`src/rtl/posit_encoder_pipe.sv`:
```
// Three-stage pipelined posit encoder: builds the regime-led body, rounds it
// to n-1 magnitude bits with round-to-nearest-even, then packs sign, special
// values and saturation into an n-bit two's-complement posit.
module posit_encoder_pipe #(
  parameter int unsigned N  = 32,
  parameter int unsigned ES = 3,
  parameter int unsigned RS = 6,
  parameter int unsigned FS = N - ES - 3
) (
  input  logic          clk,
  input  logic          rst_n,
  input  logic          in_valid,
  output logic          in_ready,
  input  logic          in_sign,
  input  logic [RS-1:0] in_k,
  input  logic [ES-1:0] in_e,
  input  logic [FS-1:0] in_frac,
  input  logic          in_zero,
  input  logic          in_inf,
  output logic          out_valid,
  input  logic          out_ready,
  output logic [N-1:0]  out_posit
);

  localparam int unsigned BW  = 2 * N;       // body width
  localparam int unsigned MW  = N - 1;       // magnitude width
  localparam int unsigned RW  = RS + 1;      // regime run/length width
  localparam int unsigned PAD = BW - ES - FS;

  typedef struct packed {
    logic sign;
    logic zero;
    logic inf;
    logic sat_max;
    logic sat_min;
  } flags_t;

  logic            advance;

  logic            neg_k;
  logic [RW-1:0]   k_ext;
  logic [RW-1:0]   run;
  logic [RW-1:0]   len;
  logic [BW-1:0]   regime_field;
  logic [BW-1:0]   tail;
  logic [BW-1:0]   body_c;
  flags_t          flags_c;

  logic            s1_valid;
  flags_t          s1_flags;
  logic [BW-1:0]   s1_body;

  logic [MW-1:0]   mag;
  logic            guard;
  logic            sticky;
  logic            round_up;
  logic            carry_c;
  logic [MW-1:0]   mag_rnd;

  logic            s2_valid;
  flags_t          s2_flags;
  logic [MW-1:0]   s2_mag;
  logic            s2_carry;

  logic [MW-1:0]   mag_fix;
  logic [N-1:0]    posit_c;

  // The whole pipeline freezes while the output word is held by downstream.
  assign advance  = ~(out_valid & ~out_ready);
  assign in_ready = advance;

  // Regime run: k+1 ones then a 0, or -k zeros then a 1; exponent and fraction follow.
  always_comb begin
    neg_k        = in_k[RS-1];
    k_ext        = {in_k[RS-1], in_k};
    run          = neg_k ? (RW'(0) - k_ext) : (k_ext + RW'(1));
    len          = run + RW'(1);
    regime_field = neg_k ? ({1'b1, {(BW-1){1'b0}}} >> run) : ~({BW{1'b1}} >> run);
    tail         = {in_e, in_frac, {PAD{1'b0}}} >> len;
    body_c       = regime_field | tail;
    flags_c.sign    = in_sign;
    flags_c.zero    = in_zero;
    flags_c.inf     = in_inf;
    flags_c.sat_max = ~neg_k & (run >= RW'(N - 1));
    flags_c.sat_min = neg_k & (run >= RW'(N - 1));
  end

  // Stage 1 register: left-aligned body plus flags.
  always_ff @(posedge clk or negedge rst_n) begin
    if (!rst_n) begin
      s1_valid <= 1'b0;
      s1_flags <= '0;
      s1_body  <= '0;
    end else if (advance) begin
      s1_valid <= in_valid;
      s1_flags <= flags_c;
      s1_body  <= body_c;
    end
  end

  // Round-to-nearest-even on the bits below the kept magnitude.
  always_comb begin
    mag                = s1_body[BW-1 -: MW];
    guard              = s1_body[BW-1-MW];
    sticky             = |s1_body[BW-2-MW:0];
    round_up           = guard & (sticky | mag[0]);
    {carry_c, mag_rnd} = {1'b0, mag} + N'(round_up);
  end

  // Stage 2 register: rounded magnitude with carry-out.
  always_ff @(posedge clk or negedge rst_n) begin
    if (!rst_n) begin
      s2_valid <= 1'b0;
      s2_flags <= '0;
      s2_mag   <= '0;
      s2_carry <= 1'b0;
    end else if (advance) begin
      s2_valid <= s1_valid;
      s2_flags <= s1_flags;
      s2_mag   <= mag_rnd;
      s2_carry <= carry_c;
    end
  end

  // Pack: NaR, zero, saturate to maxpos/minpos, then apply the sign.
  always_comb begin
    mag_fix = s2_mag;
    posit_c = '0;
    if (s2_flags.inf) begin
      posit_c = {1'b1, {MW{1'b0}}};
    end else if (s2_flags.zero) begin
      posit_c = '0;
    end else begin
      if (s2_flags.sat_max || s2_carry) begin
        mag_fix = '1;
      end else if (s2_flags.sat_min || (s2_mag == '0)) begin
        mag_fix = MW'(1);
      end
      posit_c = s2_flags.sign ? (~{1'b0, mag_fix} + N'(1)) : {1'b0, mag_fix};
    end
  end

  // Output register; the word holds while stalled.
  always_ff @(posedge clk or negedge rst_n) begin
    if (!rst_n) begin
      out_valid <= 1'b0;
      out_posit <= '0;
    end else if (advance) begin
      out_valid <= s2_valid;
      if (s2_valid) begin
        out_posit <= posit_c;
      end
    end
  end

endmodule

```
`config.mk`:
```
export PLATFORM = sky130hd
export DESIGN_NAME = posit_encoder_pipe
export DESIGN_NICKNAME = d
export VERILOG_FILES = /design/src/rtl/posit_encoder_pipe.sv
export SDC_FILE = /design/constraint.sdc
export NUM_CORES = 1
export LEC_CHECK = 0
export CAP_MARGIN = 25
export CORE_ASPECT_RATIO = 1.75
export CORE_MARGIN = 3
export CORE_UTILIZATION = 42
export DETAILED_ROUTE_END_ITERATION = 8
export PLACE_DENSITY_LB_ADDON = 0.1
export SYNTH_ARGS = -nofsm -noshare
export SYNTH_HDL_FRONTEND = slang
export SYNTH_SLANG_ARGS = --single-unit
```
`constraint.sdc`:
```
create_clock -name clk -period 3.5 [get_ports clk]
set_input_delay 0.7 -clock clk [delete_from_list [all_inputs] [get_ports clk]]
set_output_delay 0.7 -clock clk [all_outputs]
set_load 0.02 [all_outputs]
```
==> summary.md <==
| Metric | Value |
|---|---|
| Status | `completed` |
| Crit-path max cell delay | `0.63 ns` |
| Post-DR wirelength/cell | `22.8 um` |
| Crit path cell chain | `or4_4 -> nor4_4 -> nand4_4 -> nand2_1 -> nor3_1 -> ha_1 -> o211ai_1 -> a32o_1 -> a21oi_1 -> xnor2_1 -> buf_4 -> o21ai_1` |
| Leak | `5.72 nW` |
| Clock buffer count from CTS | `17` |
| Initial Util | `42.6%` |
| Maximum vdd drop | `0.000359 V` |
| Share of layout cells above drive strength 1 | `22.1%` |
| Cell Area, Synth | `10,200 um2` |
| Worst R2R Start | `s2_mag[9]` |
| Total core area | `24,000 um2` |
| Placed Cells | `1,707` |
| Sw Ratio | `41.3%` |
| Final period util | `97.1%` |
| Area contributors post-synth | `dfrtp_1 34%, mux2i_1 7.1%, nand2_1 5.4%` |
| Adder-cell share of the synthesized area | `1.47%` |
| Final Cell Area | `13,400 um2` |
| Synth top area share | `34.4%` |
| Bufs and invs on worst path | `1` |
| Worst skew pair latency | `0.43 ns` |
| CP max-delay cell | `or4_4` |
| ANT cells | `0` |
| First DRT Iteration DRCs | `690` |
| Period minus WS final | `3.40 ns` |
| Vias/cell | `5.93` |
| CTS tree | `yes` |
| Std-Cell Rows | `75` |
| Count of different cell masters after synthesis | `87` |
| RSZ-0062 raised after global routing | `false` |
| Area delta synth->final | `30.9%` |
| GR peak layer | `met2` |
| Crit path max-delay family | `simple AND/OR/NAND/NOR gates` |
| Antenna violation net count after detailed routing | `0` |
| Cell Area, Placed | `12,700 um2` |
| Via count | `10.3k` |
| Top FF cell, synth | `dfrtp_1` |
| Met2 Use GR | `57.1%` |
| Clock buffer depth | `2` |
| CP Class | `register to register` |
| Cells after Synth | `1,211` |
| Worst-Margin Slew | `0.844 ns` |
| EDFF count, synth | `0` |
| Initial antenna violation count | `0` |
| GP Congestion | `1.03` |
| Buffers on Ports | `75` |
| Number of remaining DRC errors | `0` |
| Combinational power share | `48.7%` |
| Setup Buffers After CTS | `0` |
| Die Span Y | `213 um` |
| GR Util met1 | `29.2%` |
| CP Launch Type | `register` |
| Htree depth | `4` |
| Post-Synth Simple-Gate Area | `20.3%` |
| Final Hold Viols | `0` |
| Clk_skew | `0.00858 ns` |
| Die Area | `26,400 um2` |
| Syn Area/Cell | `8.46 um2` |
| Total gr overflow | `0` |
| Die Wd | `124 um` |
| CP endpoint kind | `register` |
| Compound-Gate Fraction of Synth Area | `23.5%` |
| # hold bufs at CTS | `0` |
| CP arrival | `3.71 ns` |
| Largest area contributor in the netlist | `dfrtp_1` |
| Worst-path clk slew | `0.06 ns` |
| Cell Count, Final, Fillers Out | `1,738` |
| F_max | `294 MHz` |
| Commonest non-fill, non-tap cell in the layout | `buf_4` |
| Pre-antenna DRT Iters | `5` |
| Total GRT Usage | `30.9%` |
| Reg2reg setup slack | `0.10 ns` |
| Cell Pwr Density | `710 nW/um2` |
| Max cap viols | `0` |
| Yosys reg bits | `141` |
| Sequential cell area fraction in the yosys report | `34.4%` |
| Relative slew slack | `43.3%` |
| Worst EP required | `3.81 ns` |
| Setup Viol. Count Final | `0` |
| Vias in the first global route | `10.3k` |
| WL final | `39,700 um` |
| Post-synthesis mux area share | `10.7%` |
| I/O pin count | `76` |
| Crit-path max FO | `6` |
| First-pass GRT wire length | `60,200 um` |
| Int Pwr | `0.00558 W` |
| Clk pwr share | `20.7%` |
| Async set-reset flop share out of synthesis | `100%` |
| Main combinational cell family by area after synthesis | `compound AO/OA/AOI/OAI gates` |
| Post-synth net total | `1,265` |
| Final net count | `1,472` |
| Pin count of the biggest net entering global routing | `84` |
| Crit path launch | `s2_mag[9]` |
| Synthesis Warnings | `0` |
| Commonest cells after routing, fill and taps aside | `191 x buf_4, 147 x nand2_1, 141 x dfrtp_1` |
| HPWL Detailed | `31,900 um` |
| Net load switching power | `0.00393 W` |
| Clock root buffer | `clkbuf_16` |
| Post-Synth XOR/XNOR Area | `4.96%` |
| Met3 usage in global routing | `5.38%` |
| Worst min path class | `input port to async pin` |
| Slew Viols, Final | `0` |
| Seq pwr share | `30.7%` |
| Total clock sinks | `141` |
Yosys cell counts, types with 7 or more instances:
master    count
o21ai_0      88
xnor2_1      27
o22ai_1      19
a31oi_1      24
inv_1        11
nand2_1     147
nor2_1       94
nand3_1      17
buf_2        25
mux2_2       30
and2_1       10
a221oi_1     10
o21ai_1      22
a211oi_1     11
nand4_1      15
o32a_1        7
a21oi_1      86
nor3_1       44
or3_1        13
buf_1         7
nor2b_1       8
ha_1         12
dfrtp_1     141
clkbuf_1     52
and3_1       14
mux2i_1      73
o22a_1       17
nor4_1       16
xor2_1       26
a22o_1        7
layout make-up:
| class | count | area, um2 |
|---|---|---|
| clock inverters | 12 | 186 |
| inverters | 17 | 65.1 |
| repair buffers | 280 | 2470 |
| flip-flops and latches | 141 | 3530 |
| fillers | 2328 | 10600 |
| clock buffers | 19 | 453 |
| well taps | 308 | 385 |
| multi-input cells | 961 | 6320 |
path summary, 6_finish.rpt:
kind,cells past startpoint,endpoint
min,1,out_posit[19]
min reg2reg,2,s1_valid
max,12,out_posit[18]
max in group asynchronous,2,s2_mag[6]
min in group clk,2,s1_valid
max reg2reg,12,out_posit[18]
worst register-to-register path: stages, from the launching register on:
cell,delay (ns)
dfrtp_1,0.45
or4_4,0.63
nor4_4,0.45
nand4_4,0.13
nand2_1,0.12
nor3_1,0.07
ha_1,0.23
o211ai_1,0.15
a32o_1,0.37
a21oi_1,0.09
xnor2_1,0.37
buf_4,0.18
o21ai_1,0.05
logic make-up (layout without fill, tap and decap cells):
family / after synthesis / count (layout)
buffers and inverters: 109 / 328
flip-flops: 141 / 141
XOR/XNOR: 55 / 55
adder cells (fa/ha/maj): 12 / 12
multiplexers: 105 / 105
AND/OR/NAND/NOR: 423 / 423
AO/OA/AOI/OAI: 366 / 366
flip-flops by register name (all words and copies together) (netlist names):
signal	cells
out_posit	32
out_valid	1
s1_body	64
s1_flags	5
s1_valid	1
s2_carry	1
s2_flags	5
s2_mag	31
s2_valid	1
stage by stage:
step / worst slack, ns / util, % / setup TNS (ns) / hold WS, ns / total power [W]
after floorplan: 0.0122 / - / 0 / 0.404 / 0.00547
after global placement: -0.618 / 52.9 / -13.84 / 0.450 / 0.00744
after detailed placement: -0.695 / 52.9 / -14.74 / 0.456 / 0.00749
after CTS: 0.0418 / 55.6 / 0 / 0.233 / 0.00948
after global routing: 0.00239 / 55.8 / 0 / 0.252 / 0.0101
final: 0.101 / 55.8 / 0 / 0.220 / 0.00952
power groups by stage:
stage	clock, W	combinational (W)	sequential [W]
CTS	0.00199	0.00459	0.00290
finish	0.00197	0.00463	0.00292
floorplan	0	0.00258	0.00288
global placement	0	0.00453	0.00290
detailed placement	0	0.00456	0.00293
global route	0.00207	0.00504	0.00299
per-layer routing:
layer | up-vias | wire [um]
met5 | - | 0
met4 | 0 | 3870
met3 | 156 | 1480
met2 | 376 | 21100
met1 | 4889 | 13200
li1 | 4886 | -
what timing repair did:
action / CTS / global route
pin swaps: 0 / 1
resized for setup: 2 / 10
setup endpoints to repair: 1 / 16
Note: power is estimated with default switching activity, not from simulation.
==> variant 1, RTL diff (config.mk and constraints unchanged) <==
`RS`: 6 -> 12.
--- a/src/rtl/posit_encoder_pipe.sv
+++ b/src/rtl/posit_encoder_pipe.sv
@@ -5,5 +5,5 @@
   parameter int unsigned N  = 32,
   parameter int unsigned ES = 3,
-  parameter int unsigned RS = 6,
+  parameter int unsigned RS = 12,
   parameter int unsigned FS = N - ES - 3
 ) (
Ports: changed (resized in_k); port bits go from 76 to 82. No check against the original RTL was run, so the function may have changed too.
==> variant 1 against the original RTL <==
Final area is 28% higher. Power grew 2.0%. Sequential share of layout area shrank 5.8 points. Critical path depth stayed put. Highest routed layer is now met5. Critical path type is now in2reg. Wire length rose by 51%. Setup slack improved by 0.0017 ns. Sequential cell count stayed put. Synthesized area rose by 18%.
==> variant 1: results (changes against the original RTL) <==
<table>
<tr><th>Metric</th><th>Value</th></tr>
<tr><th colspan="2">Run status</th></tr>
<tr><td>Result of the run</td><td>complete, no violations (unchanged)</td></tr>
<tr><th colspan="2">Routing</th></tr>
<tr><td>Via count normalized by instance count</td><td>6.31 (was 5.93)</td></tr>
<tr><td>Final wirelength</td><td>60000 um (was 39700 um)</td></tr>
<tr><th colspan="2">Finish</th></tr>
<tr><td>Number of non-clock buffers</td><td>508 (was 280)</td></tr>
<tr><td>Total Nets Final</td><td>1988 (was 1472)</td></tr>
<tr><td>Relative area of non-clock buffer cells in the final design</td><td>0.243 (was 0.184)</td></tr>
<tr><td>Proportion of cell area spent on the clock network</td><td>0.0355 (was 0.0477)</td></tr>
<tr><td>Clock buffer count</td><td>18 (was 19)</td></tr>
<tr><td>Non-Clock Inverter Count</td><td>32 (was 17)</td></tr>
<tr><td>Area growth from synthesis to layout</td><td>42.0% (was 30.9%)</td></tr>
<tr><td>Filler cells</td><td>2621 (was 2328)</td></tr>
<tr><td>Number of multi-input combinational cells in the layout</td><td>1235 (was 961)</td></tr>
<tr><td>Area used by multi-input combinational logic</td><td>8280 um^2 (was 6320 um^2)</td></tr>
<tr><td>Share of final-layout standard cells stronger than drive strength 1</td><td>0.304 (was 0.221)</td></tr>
<tr><th colspan="2">GRT</th></tr>
<tr><td>Met2 demand-to-capacity share in global routing</td><td>0.707 (was 0.571)</td></tr>
<tr><td>Antenna violations before repair</td><td>1 (was 0)</td></tr>
<tr><td>Wire length of the first global-routing pass</td><td>90700 um (was 60200 um)</td></tr>
<tr><td>Overall Global Routing Usage</td><td>0.389 (was 0.309)</td></tr>
<tr><td>Global routing usage on met3</td><td>0.0580 (was 0.0538)</td></tr>
<tr><td>Pin count of the biggest net entering global routing</td><td>94 (was 84)</td></tr>
<tr><th colspan="2">Yosys</th></tr>
<tr><td>Share of the yosys chip area belonging to registers</td><td>0.292 (was 0.344)</td></tr>
<tr><td>Complex-gate fraction of the synthesized area</td><td>0.276 (was 0.235)</td></tr>
<tr><td>Netlist cell types</td><td>90 (was 87)</td></tr>
<tr><td>Mapped Cells</td><td>1533 (was 1211)</td></tr>
<tr><th colspan="2">Placed design</th></tr>
<tr><td>Instance area at placement</td><td>16300 um^2 (was 12700 um^2)</td></tr>
<tr><td>Final weighted congestion in routability-driven placement</td><td>1.07 (was 1.03)</td></tr>
<tr><td>Count of input and output buffers</td><td>81 (was 75)</td></tr>
<tr><th colspan="2">Power and ir drop</th></tr>
<tr><td>Leakage</td><td>7.14 nW (was 5.72 nW)</td></tr>
<tr><td>VDD IR max</td><td>295 uV (was 359 uV)</td></tr>
<tr><th colspan="2">Worst setup path</th></tr>
<tr><td>Data arrival time of the worst path</td><td>3.73 ns (was 3.71 ns)</td></tr>
<tr><td>Crit path max fanout</td><td>5 (was 6)</td></tr>
<tr><th colspan="2">Timing</th></tr>
<tr><td>Final Skew</td><td>0.0109 ns (was 0.00858 ns)</td></tr>
</table>
variant 1: report_power, final:
part / total [mW] / switching (mW) / internal [mW]
Combinational: 5.25 / 2.99 / 2.26
Sequential: 2.57 / 0.417 / 2.15
Clock: 1.89 / 0.851 / 1.04
variant 1: cell families after synthesis:
family | after synthesis
fa+ha+maj | 5
flops | 141
mux | 70
compound gates | 497
simple gates | 609
buf+inv | 157
xor+xnor | 54
variant 1: path summary, 6_finish.rpt:
check / start / endpoint / cells past startpoint / slack [ns]
min in group clk: s1_flags[3] / s1_flags[3] / 2 / 0.48
hold reg to reg: s1_flags[3] / s1_flags[3] / 2 / 0.48
setup / recovery: in_k[4] / s1_body[29] / 12 / 0.10
max in group asynchronous: rst_n / out_posit[20] / 2 / 2.19
setup reg to reg: s2_mag[18] / out_posit[20] / 14 / 0.11
hold / removal: rst_n / out_posit[24] / 1 / 0.33
variant 1: layer usage:
layer	part of all wire	vias to the layer above
met5	0.00015	-
met4	0.13	2
met3	0.047	323
met2	0.51	708
met1	0.32	6999
li1	-	6610
variant 1: critical path, cell delays in order:
cell and delay [ns]:
sky130_fd_sc_hd__dlygate4sd2_1 0.27, sky130_fd_sc_hd__or4_4 0.56, sky130_fd_sc_hd__a32o_2 0.29, sky130_fd_sc_hd__or2_4 0.28, sky130_fd_sc_hd__nor4_4 0.36, sky130_fd_sc_hd__mux2i_4 0.35, sky130_fd_sc_hd__buf_6 0.15, sky130_fd_sc_hd__buf_4 0.17
sky130_fd_sc_hd__buf_12 0.11, sky130_fd_sc_hd__nor2_1 0.05, sky130_fd_sc_hd__a22o_1 0.21, sky130_fd_sc_hd__o221a_2 0.22
variant 1: repair_timing:
action,CTS,global route
buffers inserted,4,5
pin swaps,5,13
gates cloned,1,0
endpoints found under the setup margin,64,55
resized for setup,28,31
==> variant 2, RTL diff (same settings) <==
Without the edit above. Reset style: synchronous (`rst_n`), changed in 3 clocked blocks.
--- a/src/rtl/posit_encoder_pipe.sv
+++ b/src/rtl/posit_encoder_pipe.sv
@@ -87,5 +87,5 @@
 
   // Stage 1 register: left-aligned body plus flags.
-  always_ff @(posedge clk or negedge rst_n) begin
+  always_ff @(posedge clk) begin
     if (!rst_n) begin
       s1_valid <= 1'b0;
@@ -109,5 +109,5 @@
 
   // Stage 2 register: rounded magnitude with carry-out.
-  always_ff @(posedge clk or negedge rst_n) begin
+  always_ff @(posedge clk) begin
     if (!rst_n) begin
       s2_valid <= 1'b0;
@@ -142,5 +142,5 @@
 
   // Output register; the word holds while stalled.
-  always_ff @(posedge clk or negedge rst_n) begin
+  always_ff @(posedge clk) begin
     if (!rst_n) begin
       out_valid <= 1'b0;
Check against the original RTL: differs if rst_n is asserted again (counterexample within 4 cycles, from zero or initial values and one cycle with rst_n low); with rst_n held inactive, the same outputs for 4 cycles.
==> variant 2 against the original RTL <==
Non-clock buffer count is 108 higher. Count of clock-buffer cells in the layout is 1 higher. Hold slack improved by 0.23 ns. Final area is 4.9% higher. Synthesized area fell by 2.3%. Sequential share of layout area fell by 6.3 points. Wire length rose by 13%. Sequential cell count stayed put. Setup slack got worse by 0.065 ns. Power fell by 26%. Via count increased by 14%. Largest cell class unchanged.
==> variant 2: results (changes against the original RTL) <==
<table>
<tr><th>Metric</th><th>Value</th></tr>
<tr><th colspan="2">Timing</th></tr>
<tr><td>Period utilisation layout</td><td>0.990 (was 0.971)</td></tr>
<tr><th colspan="2">Routing</th></tr>
<tr><td>DRC marker count from the first detailed-route iteration</td><td>877 (was 690)</td></tr>
<tr><td>Via count normalized by instance count</td><td>6.06 (was 5.93)</td></tr>
<tr><td>DR WL/cell</td><td>23.1 um (was 22.8 um)</td></tr>
<tr><th colspan="2">Yosys</th></tr>
<tr><td>Share of the yosys chip area belonging to registers</td><td>0.282 (was 0.344)</td></tr>
<tr><td>Multiplexer share of the synthesized area</td><td>0.0996 (was 0.107)</td></tr>
<tr><td>Mapped Cells</td><td>1312 (was 1211)</td></tr>
<tr><td>Xor/xnor cell area share of the yosys netlist</td><td>0.0520 (was 0.0496)</td></tr>
<tr><td>Post-synth top flop</td><td>sky130_fd_sc_hd__dfxtp_1 (was sky130_fd_sc_hd__dfrtp_1)</td></tr>
<tr><th colspan="2">Worst setup path</th></tr>
<tr><td>Critical path endpoint</td><td>s1_body[46] (was out_posit[18])</td></tr>
<tr><td>Setup slack of the most critical reg-to-reg path</td><td>0.08 ns (was 0.10 ns)</td></tr>
<tr><td>Origin of the critical flop-to-flop path</td><td>s2_mag[24] (was s2_mag[9])</td></tr>
<tr><td>Cell depth of the worst flop-to-flop path</td><td>11 (was 12)</td></tr>
<tr><th colspan="2">Finish</th></tr>
<tr><td>Filler cells</td><td>2195 (was 2328)</td></tr>
<tr><td>Area growth from synthesis to layout</td><td>40.6% (was 30.9%)</td></tr>
<tr><td>Total Nets Final</td><td>1672 (was 1472)</td></tr>
<tr><td>Share of final-layout standard cells stronger than drive strength 1</td><td>0.253 (was 0.221)</td></tr>
<tr><th colspan="2">Power and ir drop</th></tr>
<tr><td>VDD IR max</td><td>366 uV (was 359 uV)</td></tr>
<tr><td>Leakage</td><td>5.91 nW (was 5.72 nW)</td></tr>
<tr><th colspan="2">CTS</th></tr>
<tr><td>Post-cts resize count</td><td>3 (was 2)</td></tr>
<tr><th colspan="2">GRT</th></tr>
<tr><td>Antenna violations before repair</td><td>1 (was 0)</td></tr>
<tr><td>Overall Global Routing Usage</td><td>0.342 (was 0.309)</td></tr>
<tr><td>Met2 demand-to-capacity share in global routing</td><td>0.646 (was 0.571)</td></tr>
<tr><th colspan="2">Placed design</th></tr>
<tr><td>Post-DP HPWL</td><td>35000 um (was 31900 um)</td></tr>
<tr><th colspan="2">Run status</th></tr>
<tr><td>Result of the run</td><td>complete, no violations (unchanged)</td></tr>
</table>
variant 2: worst min path at each step:
stage,start,to,cells past startpoint
5_1_grt,out_posit[3],out_posit[3],2
3_3_place_gp,out_posit[5],out_posit[5],2
2_1_floorplan,s1_flags[2],s1_flags[2],2
3_5_place_dp,out_posit[3],out_posit[3],2
6_report,out_posit[3],out_posit[3],2
4_1_cts,out_posit[3],out_posit[3],2
variant 2: cell type report:
type | instances | share of cell area
Clock buffer | 20 | 0.0325
Inverter | 20 | 0.00587
Clock inverter | 11 | 0.00961
Tap cell | 304 | 0.0270
Multi-Input combinational cell | 1049 | 0.490
Antenna cell | 1 | 0.000178
Sequential cell | 141 | 0.201
Timing Repair Buffer | 388 | 0.234
Timing Repair inverter | 1 | 0.000356
variant 2: routing by layer:
metal	part of all wire	wire length, um
met1	0.33	14500
met2	0.54	24000
met3	0.038	1700
met4	0.10	4450
met5	0	0
variant 2: where the power goes:
part	switching, mW	internal, mW
registers	0.192	1.78
clock network	0.731	1.09
logic	1.72	1.54
total	2.64	4.41
